## config.mk

```make
export PLATFORM = sky130hd
export DESIGN_NAME = clk_reset_gen
export DESIGN_NICKNAME = d
export VERILOG_FILES = /design/src/rtl/clk_reset_gen.sv
export SDC_FILE = /design/constraint.sdc
export NUM_CORES = 1
export LEC_CHECK = 0
export CAP_MARGIN = 10
export CORE_AREA = 2 2 89 91
export CTS_BUF_LIST = sky130_fd_sc_hd__clkbuf_4 sky130_fd_sc_hd__clkbuf_8
export CTS_CLUSTER_SIZE = 12
export DETAILED_ROUTE_END_ITERATION = 7
export DIE_AREA = 0 0 91 93
export PLACE_DENSITY = 0.44
export RECOVER_POWER = 100
export SLEW_MARGIN = 20
export SYNTH_ARGS = -nofsm -noshare
export SYNTH_HDL_FRONTEND = slang
export SYNTH_SLANG_ARGS = --single-unit
```

## constraint.sdc

```tcl
create_clock -name clk -period 3.42 [get_ports clk]
set_clock_uncertainty 0.05 [all_clocks]
set_input_delay 0.684 -clock clk [delete_from_list [all_inputs] [get_ports clk]]
set_output_delay 0.684 -clock clk [all_outputs]
set_load 0.005 [all_outputs]
```

## src/rtl/clk_reset_gen.sv

```systemverilog
// Multi-channel tick/square-wave divider with a debounced, sequenced system reset.
// Power-on and a manual pushbutton both drive sys_reset through a hold of HOLD_TICKS pacing ticks.
module clk_reset_gen #(
  parameter int unsigned NUM_TICKS  = 2,
  parameter int unsigned CTR_W      = 17,
  parameter logic [NUM_TICKS*CTR_W-1:0] DIVS = {17'd12000, 17'd120000},
  parameter int unsigned SEQ_CH     = 0,
  parameter int unsigned HOLD_TICKS = 4
) (
  input  logic                 clk,
  input  logic                 rst,
  input  logic                 manual,
  output logic [NUM_TICKS-1:0] tick,
  output logic [NUM_TICKS-1:0] sq,
  output logic                 sys_reset,
  output logic                 ready
);

  localparam int unsigned HC_W = $clog2(HOLD_TICKS + 1);
  localparam logic [HC_W-1:0] HOLD_LAST = HC_W'(HOLD_TICKS - 1);

  // Parameter sanity; a zero field means the divisor was omitted or overflowed its CTR_W slot.
  if (NUM_TICKS < 1) begin : g_bad_num
    $error("clk_reset_gen: NUM_TICKS must be >= 1");
  end
  if (SEQ_CH >= NUM_TICKS) begin : g_bad_seq
    $error("clk_reset_gen: SEQ_CH out of range");
  end
  if (HOLD_TICKS < 1) begin : g_bad_hold
    $error("clk_reset_gen: HOLD_TICKS must be >= 1");
  end

  for (genvar i = 0; i < NUM_TICKS; i++) begin : g_div
    localparam logic [CTR_W-1:0] DIV      = DIVS[i*CTR_W +: CTR_W];
    localparam logic [CTR_W-1:0] DIV_LAST = DIV - 1'b1;

    if (DIV == '0) begin : g_bad_div
      $error("clk_reset_gen: divisor must be >= 1 and fit in CTR_W bits");
    end

    logic [CTR_W-1:0] cnt;
    logic             hit;
    logic             sq_q;

    assign hit     = (cnt == DIV_LAST);
    // Gated so tick reads 0 while rst is held, even for a divide-by-1 channel.
    assign tick[i] = hit & ~rst;
    assign sq[i]   = sq_q;

    always_ff @(posedge clk) begin
      if (rst) begin
        cnt  <= '0;
        sq_q <= 1'b0;
      end else begin
        cnt  <= hit ? '0 : cnt + 1'b1;
        sq_q <= sq_q ^ hit;
      end
    end
  end

  // Two-flop synchroniser for the asynchronous pushbutton.
  logic m_meta;
  logic msync;

  always_ff @(posedge clk) begin
    if (rst) begin
      m_meta <= 1'b0;
      msync  <= 1'b0;
    end else begin
      m_meta <= manual;
      msync  <= m_meta;
    end
  end

  typedef enum logic [1:0] {
    ST_START  = 2'd0,
    ST_HOLD   = 2'd1,
    ST_RUN    = 2'd2,
    ST_MANUAL = 2'd3
  } state_t;

  state_t          state_q, state_d;
  logic [HC_W-1:0] hold_q, hold_d;
  logic            sys_reset_d, ready_d;
  logic            seq_tick;

  assign seq_tick = tick[SEQ_CH];

  always_ff @(posedge clk) begin
    if (rst) begin
      state_q   <= ST_START;
      hold_q    <= '0;
      sys_reset <= 1'b0;
      ready     <= 1'b0;
    end else begin
      state_q   <= state_d;
      hold_q    <= hold_d;
      sys_reset <= sys_reset_d;
      ready     <= ready_d;
    end
  end

  // Next state; msync overrides pacing ticks so any bounce restarts the hold.
  always_comb begin
    state_d = state_q;
    hold_d  = hold_q;
    if (msync) begin
      state_d = ST_MANUAL;
      hold_d  = '0;
    end else begin
      unique case (state_q)
        ST_START: begin
          if (seq_tick) begin
            state_d = ST_HOLD;
            hold_d  = '0;
          end
        end
        ST_HOLD: begin
          if (seq_tick) begin
            if (hold_q == HOLD_LAST) state_d = ST_RUN;
            else                     hold_d  = hold_q + 1'b1;
          end
        end
        ST_RUN: ;
        ST_MANUAL: begin
          state_d = ST_HOLD;
          hold_d  = '0;
        end
        default: begin
          state_d = ST_START;
          hold_d  = '0;
        end
      endcase
    end
    sys_reset_d = (state_d == ST_HOLD) || (state_d == ST_MANUAL);
    ready_d     = (state_d == ST_RUN);
  end

endmodule

```

==> run_summary.xml <==
<?xml version="1.0" encoding="UTF-8"?>
<metrics>
  <group name="grt">
    <metric name="number_of_antenna_violations_at_the_first_check_in_global_routing" unit="">0</metric>
    <metric name="first_global_vias" unit="">1451</metric>
    <metric name="grt_start_max_net_pins" unit="">18</metric>
    <metric name="grt_total_usage" unit="%">9.794</metric>
    <metric name="grt_first_pass_wirelength" unit="µm">6686</metric>
    <metric name="gr-total-overflow" unit="">0</metric>
  </group>
  <group name="route">
    <metric name="wl_met1" unit="µm">1903</metric>
    <metric name="final_routed_wirelength_across_all_metal_layers" unit="µm">3757</metric>
    <metric name="vias" unit="">1511</metric>
    <metric name="wl_met2" unit="µm">1670</metric>
    <metric name="antenna_violating_nets_post_route" unit="">0</metric>
    <metric name="highest_routed_metal_layer" unit="">met4</metric>
    <metric name="detail_route.vias_per_cell" unit="">4.392</metric>
    <metric name="wl_per_cell" unit="µm">10.92</metric>
    <metric name="met3_wire_len" unit="µm">114</metric>
    <metric name="drt_first_iter_violations" unit="">40</metric>
    <metric name="post-route-drc-count" unit="">0</metric>
    <metric name="drt_pass1_iterations" unit="">4</metric>
  </group>
  <group name="clocking">
    <metric name="clk-insertion-delay-late" unit="ps">290</metric>
    <metric name="worst_setup_hold_path_clk_slew" unit="ps">80</metric>
    <metric name="cts-buffers-inserted" unit="">5</metric>
    <metric name="buffers_inserted_during_post_cts_setup_optimization" unit="">0</metric>
    <metric name="cts-htree-levels" unit="">2</metric>
    <metric name="tritoncts_clock_tree" unit="">yes</metric>
    <metric name="max-clock-path-buffers" unit="">2</metric>
    <metric name="postCtsHoldBufs" unit="">0</metric>
    <metric name="clk_root_buffer_cell" unit="">sky130_fd_sc_hd__clkbuf_8</metric>
    <metric name="postCtsResizedCells" unit="">0</metric>
    <metric name="cts_num_sinks" unit="">44</metric>
  </group>
  <group name="sta">
    <metric name="finalHoldWorstSlack" unit="ps">394.1</metric>
    <metric name="timing.final.setup_violations" unit="">0</metric>
    <metric name="tightestPinTransition" unit="ps">827.6</metric>
    <metric name="rsz0062_at_grt" unit="">no</metric>
    <metric name="total_neg_setup_slack" unit="ps">0</metric>
    <metric name="max-slew-margin-rel" unit="%">44.83</metric>
    <metric name="finalHoldViolCount" unit="">0</metric>
    <metric name="maxClockFrequency" unit="MHz">312.6</metric>
    <metric name="layout_worst_path_cycle_share" unit="%">93.55</metric>
    <metric name="timing_max_transition_violations_final" unit="">0</metric>
    <metric name="finalCriticalPeriod" unit="ps">3199</metric>
  </group>
  <group name="yosys">
    <metric name="ys_seq_elements" unit="">44</metric>
    <metric name="syn_area" unit="mm²">0.002058</metric>
    <metric name="synth_top_cell_by_area" unit="">sky130_fd_sc_hd__dfxtp_1</metric>
    <metric name="post_synth_inst_count" unit="">236</metric>
    <metric name="number_of_synthesized_flops_with_an_enable_pin" unit="">0</metric>
    <metric name="ys_types" unit="">41</metric>
    <metric name="synthesis.area_per_instance" unit="µm²">8.721</metric>
    <metric name="synthDominantCellAreaShare" unit="%">42.80</metric>
    <metric name="synth_async_sr_flop_share" unit="%">0</metric>
    <metric name="synth_nets" unit="">247</metric>
    <metric name="dominantRegCellSynth" unit="">sky130_fd_sc_hd__dfxtp_1</metric>
    <metric name="synth_top_cells_by_count" unit="">sky130_fd_sc_hd__nor2_1 (46), sky130_fd_sc_hd__dfxtp_1 (44), sky130_fd_sc_hd__xnor2_1 (16)</metric>
    <metric name="synthTopCellsByArea" unit="">sky130_fd_sc_hd__dfxtp_1 (43%), sky130_fd_sc_hd__nor2_1 (8.4%), sky130_fd_sc_hd__xnor2_1 (6.8%)</metric>
    <metric name="synth_seq_area_share" unit="%">42.80</metric>
    <metric name="yosysWarnings" unit="">0</metric>
    <metric name="post-synth-top-count-cell" unit="">sky130_fd_sc_hd__nor2_1</metric>
  </group>
  <group name="setup_path">
    <metric name="rrSetupSlack" unit="ps">910</metric>
    <metric name="timing.critical_path.from_type" unit="">flip-flop</metric>
    <metric name="endpoint_kind" unit="">output pin</metric>
    <metric name="r2r_end" unit="">hold_q[0]</metric>
    <metric name="worst-endpoint-required" unit="ps">2690</metric>
    <metric name="crit_path_to" unit="">tick[0]</metric>
    <metric name="worst_ep_arrival_time" unit="ps">2470</metric>
    <metric name="worstReg2RegStart" unit="">g_div[0].cnt[11]</metric>
    <metric name="timing.setup.critical_path_class" unit="">flip-flop to output pin</metric>
    <metric name="cp-startpoint" unit="">g_div[0].cnt[11]</metric>
    <metric name="path_max_fanout" unit="">9</metric>
    <metric name="r2r_cells" unit="">5</metric>
  </group>
  <group name="die">
    <metric name="die_area" unit="mm²">0.008463</metric>
    <metric name="chipHeight" unit="µm">93</metric>
    <metric name="core.rowCount" unit="">32</metric>
    <metric name="design.core.area" unit="mm²">0.007527</metric>
    <metric name="floorplan.io_pins" unit="">9</metric>
    <metric name="die_w" unit="µm">91</metric>
    <metric name="initial_core_util" unit="%">27.34</metric>
  </group>
  <group name="cells_and_area">
    <metric name="final.fill_count" unit="">833</metric>
    <metric name="multi_input_area" unit="mm²">0.001060</metric>
    <metric name="design.final.nets" unit="">252</metric>
    <metric name="n_antenna_cell" unit="">0</metric>
    <metric name="final_layout_size_suffix_gt1_share" unit="%">5.372</metric>
    <metric name="area_overhead_of_the_layout_relative_to_synthesis" unit="%">12.34</metric>
    <metric name="seq_area" unit="µm²">880.8</metric>
  </group>
  <group name="pwr">
    <metric name="power_leakage" unit="nW">0.8064</metric>
    <metric name="vdd_drop_max" unit="mV">0.1401</metric>
    <metric name="power_per_cell_area" unit="mW/mm²">420.0</metric>
  </group>
  <group name="placed_design">
    <metric name="port-buffer-count" unit="">8</metric>
    <metric name="hpwl_dp" unit="µm">2679</metric>
    <metric name="globalplace.congestion" unit="">0.7746</metric>
  </group>
  <group name="worst_hold_path">
    <metric name="worstHoldStart" unit="">g_div[0].cnt[0]</metric>
    <metric name="hold_path_class" unit="">flip-flop to flip-flop</metric>
  </group>
  <group name="flow_run">
    <metric name="max_cap_violations" unit="">0</metric>
  </group>
  <group name="run_status">
    <metric name="status" unit="">finished, final reports clean</metric>
  </group>
</metrics>
-- worst min path at each step --
stage | to | slack, ps | cells after the start
2_1_floorplan | g_div[0].cnt[0] | 360 | 1
3_3_place_gp | g_div[0].cnt[0] | 380 | 1
3_5_place_dp | g_div[0].cnt[0] | 380 | 1
4_1_cts | g_div[0].cnt[0] | 390 | 1
5_1_grt | msync | 420 | 1
6_report | g_div[0].cnt[0] | 390 | 1
-- cell usage in the layout (no fill, tap or decap), types with 3 or more instances in the layout --
cell type	n
sky130_fd_sc_hd__nor2_1	46
sky130_fd_sc_hd__dfxtp_1	44
sky130_fd_sc_hd__xnor2_1	16
sky130_fd_sc_hd__xor2_1	15
sky130_fd_sc_hd__inv_1	13
sky130_fd_sc_hd__nand4_1	12
sky130_fd_sc_hd__nand3_1	10
sky130_fd_sc_hd__nand2_1	10
sky130_fd_sc_hd__nor3_1	9
sky130_fd_sc_hd__ha_1	8
sky130_fd_sc_hd__dlygate4sd3_1	7
sky130_fd_sc_hd__and3_1	6
sky130_fd_sc_hd__clkbuf_8	5
sky130_fd_sc_hd__nand4b_1	4
sky130_fd_sc_hd__o21ai_0	3
-- sequential cells by signal, indices dropped and copies added, names as in the netlist --
name and count:
g_div.sq_q 2, hold_q 3, g_div.cnt 34, state_q 2
ready 1, msync 1, m_meta 1
-- cell families after synthesis --
| group | Yosys count | share of synthesized area [%] |
|---|---|---|
| xor+xnor | 31 | 13.19 |
| simple gates | 118 | 30.09 |
| buf+inv | 24 | 5.410 |
| compound gates | 11 | 3.648 |
| fa+ha+maj | 8 | 4.863 |
| flops | 44 | 42.80 |
-- metal layers --
metal	global-route usage (%)	vias to the layer above
met5	0	-
met3	2.740	6
met1	12.78	688
met2	15.06	15
met4	4.419	0
li1	-	802
-- area by class of cell --
class | instances | share of cell area [%]
flip-flops and latches | 44 | 38.10
clock inverters | 2 | 1.515
clock buffers | 6 | 3.301
inverters | 13 | 2.110
well taps | 102 | 5.519
multi-input cells | 168 | 45.83
repair buffers | 9 | 3.626
-- metrics by stage --
stage	total power [mW]	cells	util (%)	area [µm²]	setup slack [ps]
final	0.9710	344	30.72	2312	220.7
after global routing	1.018	344	30.72	2312	115.4
after CTS	0.9924	344	30.85	2322	260.4
after detailed placement	0.5854	336	29.37	2211	591.0
after global placement	0.5862	336	29.37	2211	601.4
after floorplan	0.5709	236	-	2058	1004
-- worst max-delay path: stages (launching register included) --
cell and delay, ps:
sky130_fd_sc_hd__dfxtp_1 370, sky130_fd_sc_hd__or4b_1 540, sky130_fd_sc_hd__or4_4 590, sky130_fd_sc_hd__nor2_1 110, sky130_fd_sc_hd__dlygate4sd3_1 570
-- report_power, final --
group	total (mW)	internal [mW]	switching [mW]
Combinational	0.0430	0.0183	0.0247
Clock	0.400	0.225	0.175
Sequential	0.528	0.521	0.00682
No activity file was read; power rests on OpenSTA's default activity.
